[src/rtl/countdown_timer_pkg.sv]
// Shared types and defaults for the countdown timer.
package countdown_timer_pkg;

    localparam int unsigned DEF_OUTPUT_WIDTH   = 16;
    localparam int unsigned DEF_IDATA_WIDTH    = 16;
    localparam int unsigned DEF_PRESCALE_WIDTH = 8;

    // state | meaning
    // IDLE  | count held, waiting for start
    // RUN   | counting down at the prescaled tick rate
    // DONE  | one-shot finished, count is 0
    typedef enum logic [1:0] {
        IDLE = 2'd0,
        RUN  = 2'd1,
        DONE = 2'd2
    } state_e;

    // Load data is zero-extended into the count, so it must not be wider.
    function automatic bit widths_ok(input int unsigned idata_w, input int unsigned out_w);
        return (idata_w > 0) && (idata_w <= out_w);
    endfunction

endpackage

[src/rtl/countdown_timer_ip_prescaler.sv]
// Prescaler: emits a tick every prescale_i+1 enabled cycles.
module countdown_prescaler
    import countdown_timer_pkg::*;
#(
    parameter int unsigned PRESCALE_WIDTH = DEF_PRESCALE_WIDTH
) (
    input  logic                      clk_i,
    input  logic                      rst_ni,
    input  logic                      clear_i,
    input  logic                      enable_i,
    input  logic [PRESCALE_WIDTH-1:0] prescale_i,
    output logic                      tick_o
);

    logic [PRESCALE_WIDTH-1:0] cnt_q, cnt_d;

    // Tick on match; a counter already past a lowered prescale wraps through all-ones.
    always_comb begin
        tick_o = enable_i && (cnt_q == prescale_i);
        cnt_d  = cnt_q;
        if (clear_i) begin
            cnt_d = '0;
        end else if (enable_i) begin
            cnt_d = tick_o ? '0 : cnt_q + PRESCALE_WIDTH'(1);
        end
    end

    // Prescaler counter register.
    always_ff @(posedge clk_i or negedge rst_ni) begin
        if (!rst_ni) cnt_q <= '0;
        else         cnt_q <= cnt_d;
    end

endmodule

[src/rtl/countdown_timer_ip.sv]
// Loadable down-counter with one-shot or auto-reload expiry pulse.
module countdown_timer_ip
    import countdown_timer_pkg::*;
#(
    parameter int unsigned OUTPUT_WIDTH   = DEF_OUTPUT_WIDTH,
    parameter int unsigned IDATA_WIDTH    = DEF_IDATA_WIDTH,
    parameter int unsigned PRESCALE_WIDTH = DEF_PRESCALE_WIDTH
) (
    input  logic                      clk_i,
    input  logic                      rst_ni,
    input  logic                      load_i,
    input  logic                      start_i,
    input  logic                      enable_i,
    input  logic                      periodic_i,
    input  logic [PRESCALE_WIDTH-1:0] prescale_i,
    input  logic [IDATA_WIDTH-1:0]    data_in_i,
    output logic [OUTPUT_WIDTH-1:0]   count_o,
    output logic                      expired_o,
    output logic                      busy_o
);

    if (!widths_ok(IDATA_WIDTH, OUTPUT_WIDTH)) begin : g_width_check
        $error("countdown_timer_ip: IDATA_WIDTH must be <= OUTPUT_WIDTH");
    end

    state_e                  state_q, state_d;
    logic [OUTPUT_WIDTH-1:0] count_q, count_d;
    logic [OUTPUT_WIDTH-1:0] reload_q, reload_d;
    logic                    expired_q, expired_d;
    logic                    presc_clear;
    logic                    presc_en;
    logic                    tick;
    logic                    start_ok;

    assign presc_en = enable_i && (state_q == RUN);

    countdown_prescaler #(
        .PRESCALE_WIDTH(PRESCALE_WIDTH)
    ) u_prescaler (
        .clk_i     (clk_i),
        .rst_ni    (rst_ni),
        .clear_i   (presc_clear),
        .enable_i  (presc_en),
        .prescale_i(prescale_i),
        .tick_o    (tick)
    );

    // Next-state logic; priority is load, then start, then tick.
    always_comb begin
        state_d     = state_q;
        count_d     = count_q;
        reload_d    = reload_q;
        expired_d   = 1'b0;
        presc_clear = 1'b0;
        start_ok    = start_i && (((state_q == IDLE) && (count_q != '0)) ||
                                  ((state_q == DONE) && (reload_q != '0)));
        if (load_i) begin
            count_d     = OUTPUT_WIDTH'(data_in_i);
            reload_d    = OUTPUT_WIDTH'(data_in_i);
            state_d     = IDLE;
            presc_clear = 1'b1;
        end else if (start_ok) begin
            if (state_q == DONE) count_d = reload_q;
            state_d     = RUN;
            presc_clear = 1'b1;
        end else if ((state_q == RUN) && tick) begin
            if (count_q > OUTPUT_WIDTH'(1)) begin
                count_d = count_q - OUTPUT_WIDTH'(1);
            end else begin
                expired_d = 1'b1;
                if (periodic_i) begin
                    count_d = reload_q;
                end else begin
                    count_d = '0;
                    state_d = DONE;
                end
            end
        end
    end

    // State, count, reload and expiry pulse registers.
    always_ff @(posedge clk_i or negedge rst_ni) begin
        if (!rst_ni) begin
            state_q   <= IDLE;
            count_q   <= '0;
            reload_q  <= '0;
            expired_q <= 1'b0;
        end else begin
            state_q   <= state_d;
            count_q   <= count_d;
            reload_q  <= reload_d;
            expired_q <= expired_d;
        end
    end

    assign count_o   = count_q;
    assign expired_o = expired_q;
    assign busy_o    = (state_q == RUN);

endmodule
[config.mk]
export PLATFORM = sky130hd
export DESIGN_NAME = countdown_timer_ip
export DESIGN_NICKNAME = d
export VERILOG_FILES = /design/src/rtl/countdown_timer_pkg.sv /design/src/rtl/countdown_timer_ip_prescaler.sv /design/src/rtl/countdown_timer_ip.sv
export SDC_FILE = /design/constraint.sdc
export NUM_CORES = 1
export LEC_CHECK = 0
export CAP_MARGIN = 20
export CORE_UTILIZATION = 50
export CTS_BUF_LIST = sky130_fd_sc_hd__clkbuf_4 sky130_fd_sc_hd__clkbuf_8
export CTS_CLUSTER_SIZE = 24
export DETAILED_ROUTE_END_ITERATION = 12
export DONT_BUFFER_PORTS = 1
export GPL_ROUTABILITY_DRIVEN = 0
export PLACE_DENSITY = 0.7
export RECOVER_POWER = 50
export SLEW_MARGIN = 20
export SYNTH_ARGS = -nofsm -noshare
export SYNTH_HDL_FRONTEND = slang
export SYNTH_SLANG_ARGS = --single-unit
[constraint.sdc]
create_clock -name clk_i -period 6 [get_ports clk_i]
set_input_delay 0.3 -clock clk_i [delete_from_list [all_inputs] [get_ports clk_i]]
set_output_delay 0.3 -clock clk_i [all_outputs]
set_load 0.02 [all_outputs]
# Word-level counts from Yosys, hierarchy flattened
# Cells that the tools add are included.
# op_classes
addsub	2
multipliers	0
div	0
order_cmp	1
eq_ne	6
shift	0
muxes	20
bitwise	0
reduce_logical	14
# op_table
cell	n
$mux W16	6
$reduce_bool A16 Y1	2
$mux W8	3
$gt A16 B1 Y1 const B	1
$sub A16 B1 Y16 const B	1
$mux W2	5
$add A8 B1 Y8 const B	1
$eq A8 B8 Y1	1
$logic_and A1 B1 Y1	6
$mux W1	6
$ne A3 B2 Y1 const B	2
$ne A3 B3 Y1 const B	1
$reduce_and A3 Y1	1
$reduce_bool A3 Y1	1
$eq A2 B1 Y1 const B	1
$eq A2 B2 Y1 const B	1
$logic_not A2 Y1	1
$reduce_and A2 Y1	1
$reduce_bool A2 Y1	1
$logic_or A1 B1 Y1	1
# totals
ff_bits	43
latchBits	0
mem_bits_rw	0
rom_bits	0
memories	0

# Depth between registers and ports, before layout
# Gate-level depths: netlist of the first run.
# depth
ltp_word	7
ltp_mapped	9
mapped_depth_nobuf	8

# Cells and area by module
# From an unflattened synthesis of the first run, not the netlist that was laid out.
# hier_totals
cells_unflattened	330
area_unflattened_um2	2901.5
# by_module_without_submodules
module	instances	cells_each	area_per_inst_um2
countdown_timer_ip	1	279	2378.5
countdown_prescaler	1	51	523.0

# Worst setup path after synthesis of the first run
# OpenSTA, ideal clock, no wires.
# synth_path
path_kind	register to register
start	reg count_q[9] (netlist: count_o[9])
end	reg count_q[0] (netlist: count_o[0])
arrival_ps	2299
t_required_ps	5874
path_slack_ps	3575
path_stages_with_launch	7
n_path_buf	1
period_less_slack_ps	2425
path_cell_list	dfrtp_1 -> or4_4 -> or3_4 -> nor4_4 -> buf_6 -> o32ai_1 -> a221o_1
# synth_via
elab_chain_len	6
word_cells_on_any_way	12
classes_between	1 x order compare; 1 x eq/ne; 4 x mux; 6 x reduce/logical
# synth_rtl
item	line	text
start, declared	countdown_timer_ip.sv:27	logic [OUTPUT_WIDTH-1:0] count_q, count_d;
start signal, assigned	countdown_timer_ip.sv:90	count_q <= count_d;
branches (longest 6 deep; another with $gt A16 B1 Y1)	n/a	
# Several ways; the timed one is not identified. The select of a mux whose other input is x is not followed.
# A chain may end at the register's enable or synchronous reset.

# Final worst setup path of the first run
# layout_path
start	reg count_q[5] (netlist: count_o[5])
end	reg count_q[15] (netlist: count_o[15])
# layout_via
elab_chain_len	6
word_cells_on_any_way	13
classes_between	1 x add/sub; 1 x order compare; 1 x eq/ne; 4 x mux; 6 x reduce/logical
# layout_rtl
item
branches (longest 6 deep; another with $sub A16 B1 Y16)
# Several ways; the timed one is not identified. The select of a mux whose other input is x is not followed.

==> results of run 1 <==
[registers in the layout (all words and copies together), names as in the netlist]
register and flops:
count_o 16, expired_o 1, reload_q 16, state_q 2
u_prescaler.cnt_q 8
[cells by family (layout without fill, tap and decap cells)]
group                    Yosys count  in the layout  synth area share [%]
XOR/XNOR                          24             24                  7.91
AO/OA/AOI/OAI                     73             73                  16.2
adder cells (fa/ha/maj)            4              4                  1.88
multiplexers                      14             14                  5.89
AND/OR/NAND/NOR                  119            119                  24.4
flip-flops                        43             43                  40.5
buffers and inverters             19             19                  3.15
[area by class of cell]
class	count	area share [%]
Clock buffer	8	3.67
Inverter	7	0.928
Multi-Input combinational cell	234	53.1
Sequential cell	43	38.0
Tap cell	70	3.09
Timing Repair Buffer	4	1.24
[worst reg2reg max path, delay by kind of cell, from the launching register on]
family	cells	cell delay [ns]
AOI/OAI and AO/OA	3	0.88
and+or+nand+nor	3	1.50
DFF	1	0.52
[per-stage QoR]
| step | cell area, um^2 | utilization (%) | total power, W | setup slack (ns) |
|---|---|---|---|---|
| after CTS | 2840 | 55.5 | 0.000669 | 2.82 |
| after detailed placement | 2700 | 52.9 | 0.000454 | 2.84 |
| final | 2830 | 55.5 | 0.000662 | 3.02 |
| after floorplan | 2660 | - | 0.000433 | 3.58 |
| after global placement | 2700 | 52.9 | 0.000452 | 2.94 |
| after global routing | 2830 | 55.5 | 0.000697 | 2.74 |
[cells in the mapped netlist, types with 2 or more instances]
master    number  share of area [%]
nor2_1        33                4.7
nand4_1        8                1.9
o22ai_1       10                2.4
a31oi_1        6                1.4
a21oi_1       22                4.1
or3_1          2               0.47
ha_1           4                1.9
or4_1          5                1.4
xnor2_1       14                4.6
clkbuf_1       9                1.3
nand2_1       18                2.5
o31ai_1        2               0.56
nand3_1        6                1.1
o21a_1         2               0.56
and3_1         9                2.1
nor3_1         7                1.3
nor2b_1        4               0.94
a22oi_1        4                1.1
nor4_1        11                2.6
mux2_2        13                5.5
o211ai_1       2               0.56
dfrtp_1       43                 40
and2_1         4               0.94
o21ai_0       19                3.6
nand4b_1       2               0.66
inv_1          7               0.99
xor2_1        10                3.3
[layer usage]
| metal | wire length [um] | track usage [%] |
|---|---|---|
| met5 | 0 | 0 |
| met2 | 2910 | 38.1 |
| met1 | 2910 | 33.1 |
| met4 | 127 | 8.60 |
| met3 | 451 | 7.23 |
[worst max path at each step]
stage	cells past startpoint	end	slack, ns
floorplan	6	count_o[0]	3.58
detailed placement	5	count_o[0]	2.84
global route	6	count_o[8]	2.74
finish	6	count_o[15]	3.02
global placement	6	count_o[6]	2.94
CTS	5	count_o[0]	2.82
[timing repair]
item	4_1_cts	5_1_grt
hold endpoints to repair	43	0
hold buffers	2	0
resized for setup	0	0
[power by group]
group | switching, W | internal (W)
Clock | 0.0000970 | 0.000110
Combinational | 0.0000492 | 0.0000419
Sequential | 0.0000518 | 0.000312
==> qor.yml, run 1 <==
clock_tree:
  post_cts_buffers: 0
  numCtsBuffers: 5
  cts-root-buf: "clkbuf_8"
  clock_path_buffers: 2
  clock_latency_ns: 0.30
  cts_tree: "yes"
  clk_pin_slew_ns: 0.08
  htree_levels: 2
  clock-sinks: 43
sta:
  whs_ns: 0.0582
  fin_skew_ns: 0.00656
  worstMarginPinSlew_ns: 2.28
  tns_ns: 0
  min_period_over_period_pct: 49.7
  setup_viol: 0
  hold_viol_final: 0
  rsz0062_at_grt: "false"
  maxSlewViolCount: 44
  fmax_mhz: 335
  fin_crit_ns: 2.98
  slew_headroom_pct: -52.1
global_route:
  overflow: 0
  antenna_found_initial: 0
  grt_pass1_wl_um: 10400
  grtUsageTotal_pct: 24.7
  grt_pass1_vias: 2085
  grt_max_degree: 44
floorplanning:
  pin_count: 48
  initial_core_util_pct: 52.0
  die_h_um: 74.9
  die_w_um: 74.9
  rows: 26
  die_area_um2: 5610
  coreArea_um2: 5110
yosys:
  yosys_warnings: 0
  synth_edf_count: 0
  seq_area_frac_synth_pct: 40.5
  synth-async-reset-ratio_pct: 100
  synth_area_um2: 2660
  syn_area_per_cell_um2: 8.98
  synth_cell_types: 47
  postSynthCellCount: 296
  synth-main-ff-cell: "dfrtp_1"
  syn_nets: 330
  synth.ff_latch_count: 43
worst_hold_path:
  min_from: "load_i"
  hold_class: "in2reg"
  holdPathStages: 1
  hold_end: "state_q[0]"
finish:
  stdcell_count: 366
  multi_input_area_um2: 1500
  n_fill_cell: 486
  layout-drive-gt1-share_pct: 9.80
  diodes: 0
  register_area_um2: 1080
  areaGrowthSynthToFinish_pct: 6.59
  nets: 329
  layout_common_cells: "dfrtp_1, nor2_1, a21oi_1"
  final_common_cell: "dfrtp_1"
worst_setup_path:
  worst_path_max_delay_cell: "nor4_1"
  r2r_end: "count_o[15]"
  worstReg2RegStart: "count_o[5]"
  cpPeakStageDelay_ns: 0.77
  crit_type: "reg2reg"
  endpoint_kind: "register"
  rrSetupSlack_ns: 3.02
  crit_fanout: 17
  ff2ff_path_depth: 6
  critPathLaunchType: "register"
  setup.worst_path.start: "count_o[5]"
  path_delay_family: "simple AND/OR/NAND/NOR gates"
  path_buf_inv: 0
  arrival_ns: 3.21
  cp_cell_sequence: "nor4_1 -> nand4_1 -> a22o_1 -> nor2_1 -> o211ai_1 -> a31oi_1"
  cp.required_ns: 6.22
routing:
  viasPerCell: 6.13
  wl_um: 6390
  drc: 0
  first_pass_iters: 4
  drtAntennaViolNets: 0
  vias: 2242
  drtIter0Drc: 147
  wl_per_cell_um: 17.5
place:
  portBuffers: 0
  dp_cells: 355
  dp.final_hpwl_um: 4520
job:
  maxCapViolCount: 1
pwr:
  ir_worst_vdd_mv: 0.153
  power.density_nw_per_um2: 234
  power.leakage_nw: 1.11
outcome:
  violations: "max-capacitance violations, max-slew violations"
  status: "finished, violations left"
(Power assumes the default switching activity.)
==> run 2, diff against run 1 <==
==> constraint.sdc (replaced) <==
create_clock -name clk_i -period 3.08 [get_ports clk_i]
set_input_delay 0.154 -clock clk_i [delete_from_list [all_inputs] [get_ports clk_i]]
set_output_delay 0.154 -clock clk_i [all_outputs]
set_load 0.02 [all_outputs]
==> run 2 against run 1 <==
The flow now finishes without violations. Global-route usage rose by 1.2 points. Critical endpoint is now count_o[9]. Sequential power rose by 94%. First-iteration DRC count rose by 28%.
==> qor.yml, run 2 (synthesis results as in run 1) <==
sta:
  worstMarginPinSlew_ns: 0.735
  tns_ns: 0
  fin_skew_ns: 0.00909
  maxSlewViolCount: 0
  slew_headroom_pct: 50.5
  min_period_over_period_pct: 85.6
  rsz0062_at_grt: "false"
  fmax_mhz: 379
  fin_crit_ns: 2.64
  setup_viol: 0
  hold_viol_final: 0
clock_tree:
  numCtsBuffers: 5
  cts_tree: "yes"
  post_cts_buffers: 0
  clk_pin_slew_ns: 0.08
  htree_levels: 2
  clock-sinks: 43
  clock_latency_ns: 0.30
  clock_path_buffers: 2
  cts-root-buf: "clkbuf_8"
pwr:
  power.density_nw_per_um2: 424
  power.leakage_nw: 1.20
  power.total_w: 0.00128
  ir_worst_vdd_mv: 0.274
worst_setup_path:
  rrSetupSlack_ns: 0.44
  critPathLaunchType: "register"
  worstReg2RegStart: "count_o[0]"
  crit_fanout: 8
  endpoint_kind: "register"
  crit_type: "reg2reg"
  ff2ff_path_depth: 8
  arrival_ns: 2.85
  r2r_end: "count_o[9]"
  cp.required_ns: 3.30
floorplanning:
  coreArea_um2: 5110
  die_h_um: 74.9
  die_area_um2: 5610
  initial_core_util_pct: 52.0
  rows: 26
  die_w_um: 74.9
  pin_count: 48
job:
  maxCapViolCount: 0
routing:
  viasPerCell: 6.10
  wl_um: 6760
  highest_layer: "met4"
  drtIter0Drc: 188
  first_pass_iters: 4
  drtAntennaViolNets: 0
  wl_per_cell_um: 17.5
  vias: 2353
  drc: 0
  wl_met3_um: 504
  wl_met2_um: 3230
  met1_length_um: 3010
worst_hold_path:
  hold_class: "in2reg"
  holdPathStages: 1
  min_from: "data_in_i[13]"
  hold_end: "reload_q[13]"
finish:
  layout_common_cells: "dfrtp_1, nor2_1, a21oi_1"
  nets: 349
  layout-drive-gt1-share_pct: 11.1
  multi_input_area_um2: 1500
  n_fill_cell: 470
  register_area_um2: 1080
  diodes: 0
  final_common_cell: "dfrtp_1"
  areaGrowthSynthToFinish_pct: 13.7
global_route:
  grt_max_degree: 44
  grt_pass1_vias: 2204
  grt_pass1_wl_um: 10900
  grtUsageTotal_pct: 25.9
  antenna_found_initial: 0
  overflow: 0
place:
  dp.final_hpwl_um: 4680
  portBuffers: 0
outcome:
  status: "complete, no violations"
==> run 2: cell types whose count changed in the layout (fill, tap and decap cells not counted), sizes merged <==
cell / before / now
dlygate4sd3: 1 / 16
buf: 1 / 8
clkinvlp: 0 / 1
clkbuf: 10 / 6
clkinv: 0 / 1
==> run 2: layer usage <==
metal	vias to the layer above	track usage, %
met1	1134	35.3
met4	0	5.87
li1	1129	-
met3	2	5.22
met5	-	0
met2	88	42.4
==> run 2: cell type report <==
type	count	share of cell area [%]
multi-input combinational	234	49.8
sequential	43	35.6
timing repair buffer	24	7.95
tap	70	2.90
clock buffer	6	2.52
inverter	7	0.869
clock inverter	2	0.414
==> run 2: worst max path at each step <==
| stage | start | cells past startpoint | endpoint |
|---|---|---|---|
| 5_1_grt | count_o[0] | 8 | count_o[9] |
| 4_1_cts | count_o[0] | 8 | count_o[9] |
| 6_report | count_o[0] | 8 | count_o[9] |
| 3_3_place_gp | count_o[0] | 9 | count_o[0] |
| 2_1_floorplan | count_o[9] | 6 | count_o[0] |
| 3_5_place_dp | count_o[0] | 8 | count_o[9] |
==> run 2: through the flow <==
step	area [um^2]	util (%)	cells	setup slack, ns	hold slack, ns
2_1_floorplan	2660	-	296	0.655	-0.142
3_3_place_gp	2750	53.8	361	0.542	-0.140
3_5_place_dp	2750	53.8	361	0.519	-0.141
4_1_cts	2990	58.6	383	0.490	0.000271
5_1_grt	3020	59.2	386	0.270	0.000707
6_report	3020	59.2	386	0.443	0.0112
==> run 2: what timing repair did <==
item | in CTS | in global routing
resized for setup | 0 | 0
hold buffers | 14 | 3
endpoints found under the hold margin | 57 | 4
==> run 2: power by group <==
group	switching [W]	total, W	internal [W]
Combinational	0.000108	0.000210	0.000102
Clock	0.000198	0.000366	0.000168
Sequential	0.0000976	0.000706	0.000609
Total	0.000404	0.00128	0.000878
==> run 2: worst max-delay path: stages (launching register included) <==
cell,delay (ns)
dfrtp_1,0.53
inv_1,0.17
ha_1,0.16
nor4b_1,0.28
nand4_1,0.17
a22o_1,0.37
nor2_1,0.48
o21ai_0,0.20
a31oi_1,0.19
==> run 3, diff against run 2 <==
--- a/config.mk
+++ b/config.mk
@@ -12,7 +12,7 @@
 export DETAILED_ROUTE_END_ITERATION = 12
 export DONT_BUFFER_PORTS = 1
 export GPL_ROUTABILITY_DRIVEN = 0
-export PLACE_DENSITY = 0.7
+export MAX_ROUTING_LAYER = met4
 export RECOVER_POWER = 50
 export SLEW_MARGIN = 20
 export SYNTH_ARGS = -nofsm -noshare
==> run 3 against run 2 <==
Sequential cell count unchanged. Clock skew down 0.0021 ns. Global-route usage increased by 0.60 points. Highest routed layer unchanged. First-iteration DRC count fell by 36%. Count of clock-buffer cells in the layout down 1. Design area down 2.2%. Combinational power about the same. Die area unchanged. Maximum frequency increased by 0.89%. Via count decreased by 1.7%. The run now ends with max-capacitance violations, max-slew violations left. Cell count fell by 1.0%. Critical path depth did not move. Largest cell class unchanged.
==> qor.yml, run 3 (synthesis results as in run 1) <==
floorplanning:
  coreArea_um2: 5110
  pin_count: 48
  initial_core_util_pct: 52.0
  die_h_um: 74.9
  die_w_um: 74.9
  rows: 26
  die_area_um2: 5610
outcome:
  violations: "max-capacitance violations, max-slew violations"
  status: "finished, violations left"
worst_setup_path:
  crit_fanout: 7
  endpoint_kind: "register"
  cp.required_ns: 3.23
  crit_type: "reg2reg"
  cpPeakStageDelay_ns: 0.70
  path_buf_inv: 1
  path_delay_family: "simple AND/OR/NAND/NOR gates"
  critPathLaunchType: "register"
  worst_path_max_delay_cell: "or4b_2"
  arrival_ns: 2.76
  cp_cell_sequence: "inv_1 -> ha_1 -> or4b_2 -> nor4_1 -> xnor2_1 -> nor2_1 -> o21ai_0 -> a31oi_1"
clock_tree:
  cts-root-buf: "clkbuf_8"
  clock_path_buffers: 2
  ctsHoldBuffers: 9
  clock_latency_ns: 0.30
  post_cts_buffers: 0
  htree_levels: 2
  numCtsBuffers: 5
  clk_pin_slew_ns: 0.09
  clock-sinks: 43
  cts_resized: 0
  cts_tree: "yes"
routing:
  first_pass_iters: 5
  wl_um: 6920
  drtAntennaViolNets: 0
  wl_per_cell_um: 18.1
  drc: 0
  vias: 2312
  viasPerCell: 6.05
  drtIter0Drc: 120
finish:
  diodes: 0
  fin_util_pct: 57.9
  n_fill_cell: 479
  final_common_cell: "dfrtp_1"
  final_area_um2: 2960
  layout_common_cells: "dfrtp_1, nor2_1, a21oi_1"
  layout-drive-gt1-share_pct: 11.2
  areaGrowthSynthToFinish_pct: 11.3
  nets: 345
global_route:
  overflow: 0
  antenna_found_initial: 0
  grtUsageTotal_pct: 26.5
  grt_pass1_vias: 2174
  grt_max_degree: 44
  grt_pass1_wl_um: 10800
place:
  dp.final_hpwl_um: 4720
  portBuffers: 0
  place_area_um2: 2750
  place_ws_ns: 0.513
pwr:
  internal-power_w: 0.000862
  combPwrFrac_pct: 16.7
  power_switching_share_pct: 32.1
  power.density_nw_per_um2: 429
  clockPowerShare_pct: 28.0
  ir_worst_vdd_mv: 0.215
  power.leakage_nw: 1.18
  seqPwrFrac_pct: 55.3
  switchingPower_w: 0.000407
job:
  maxCapViolCount: 1
sta:
  worstMarginPinSlew_ns: 1.99
  slew_headroom_pct: -32.9
  fmax_mhz: 383
  maxSlewViolCount: 44
  setup_viol: 0
  fin_crit_ns: 2.61
  fin_skew_ns: 0.00696
  rsz0062_at_grt: "false"
  hold_viol_final: 0
  setup_slack_ns: 0.467
  tns_ns: 0
  min_period_over_period_pct: 84.9
worst_hold_path:
  hold_class: "in2reg"
[run 3: layer usage]
layer	up-vias	wire, um	global-route usage (%)
met1	1106	3260	35.6
li1	1122	-	-
met3	10	396	4.95
met4	0	103	7.76
met5	-	0	-
met2	74	3160	40.6
[run 3: worst paths after layout]
| check | cells past startpoint | endpoint | slack [ns] | start |
|---|---|---|---|---|
| hold / removal | 1 | reload_q[11] | 0.005 | data_in_i[11] |
| min in group asynchronous | 2 | u_prescaler.cnt_q[2] | 1.18 | rst_ni |
| setup reg to reg | 8 | count_o[8] | 0.47 | count_o[0] |
| hold reg to reg | 1 | state_q[1] | 0.56 | state_q[1] |
| max in group asynchronous | 2 | reload_q[9] | 0.76 | rst_ni |
| setup / recovery | 8 | count_o[8] | 0.47 | count_o[0] |
[run 3: per-stage QoR]
step | instances | hold WS [ns] | total power [W]
CTS | 379 | 0.0000538 | 0.00128
global route | 382 | 0.00503 | 0.00133
global placement | 362 | -0.141 | 0.000896
finish | 382 | 0.00519 | 0.00127
floorplan | 296 | -0.142 | 0.000844
detailed placement | 362 | -0.140 | 0.000898
[run 3: power groups by stage]
stage / sequential (W) / combinational (W) / clock, W
after floorplan: 0.000698 / 0.000147 / 0
after detailed placement: 0.000712 / 0.000187 / 0
after global placement: 0.000711 / 0.000185 / 0
after global routing: 0.000709 / 0.000239 / 0.000383
after CTS: 0.000700 / 0.000213 / 0.000362
final: 0.000701 / 0.000212 / 0.000356
[run 3: final cells by class]
type | instances | area (um^2) | share of cell area (%)
repair buffers | 20 | 180 | 6.09
well taps | 70 | 87.6 | 2.96
flip-flops and latches | 43 | 1080 | 36.4
inverters | 7 | 26.3 | 0.888
multi-input cells | 234 | 1500 | 50.8
clock buffers | 5 | 68.8 | 2.33
clock inverters | 3 | 15.0 | 0.508
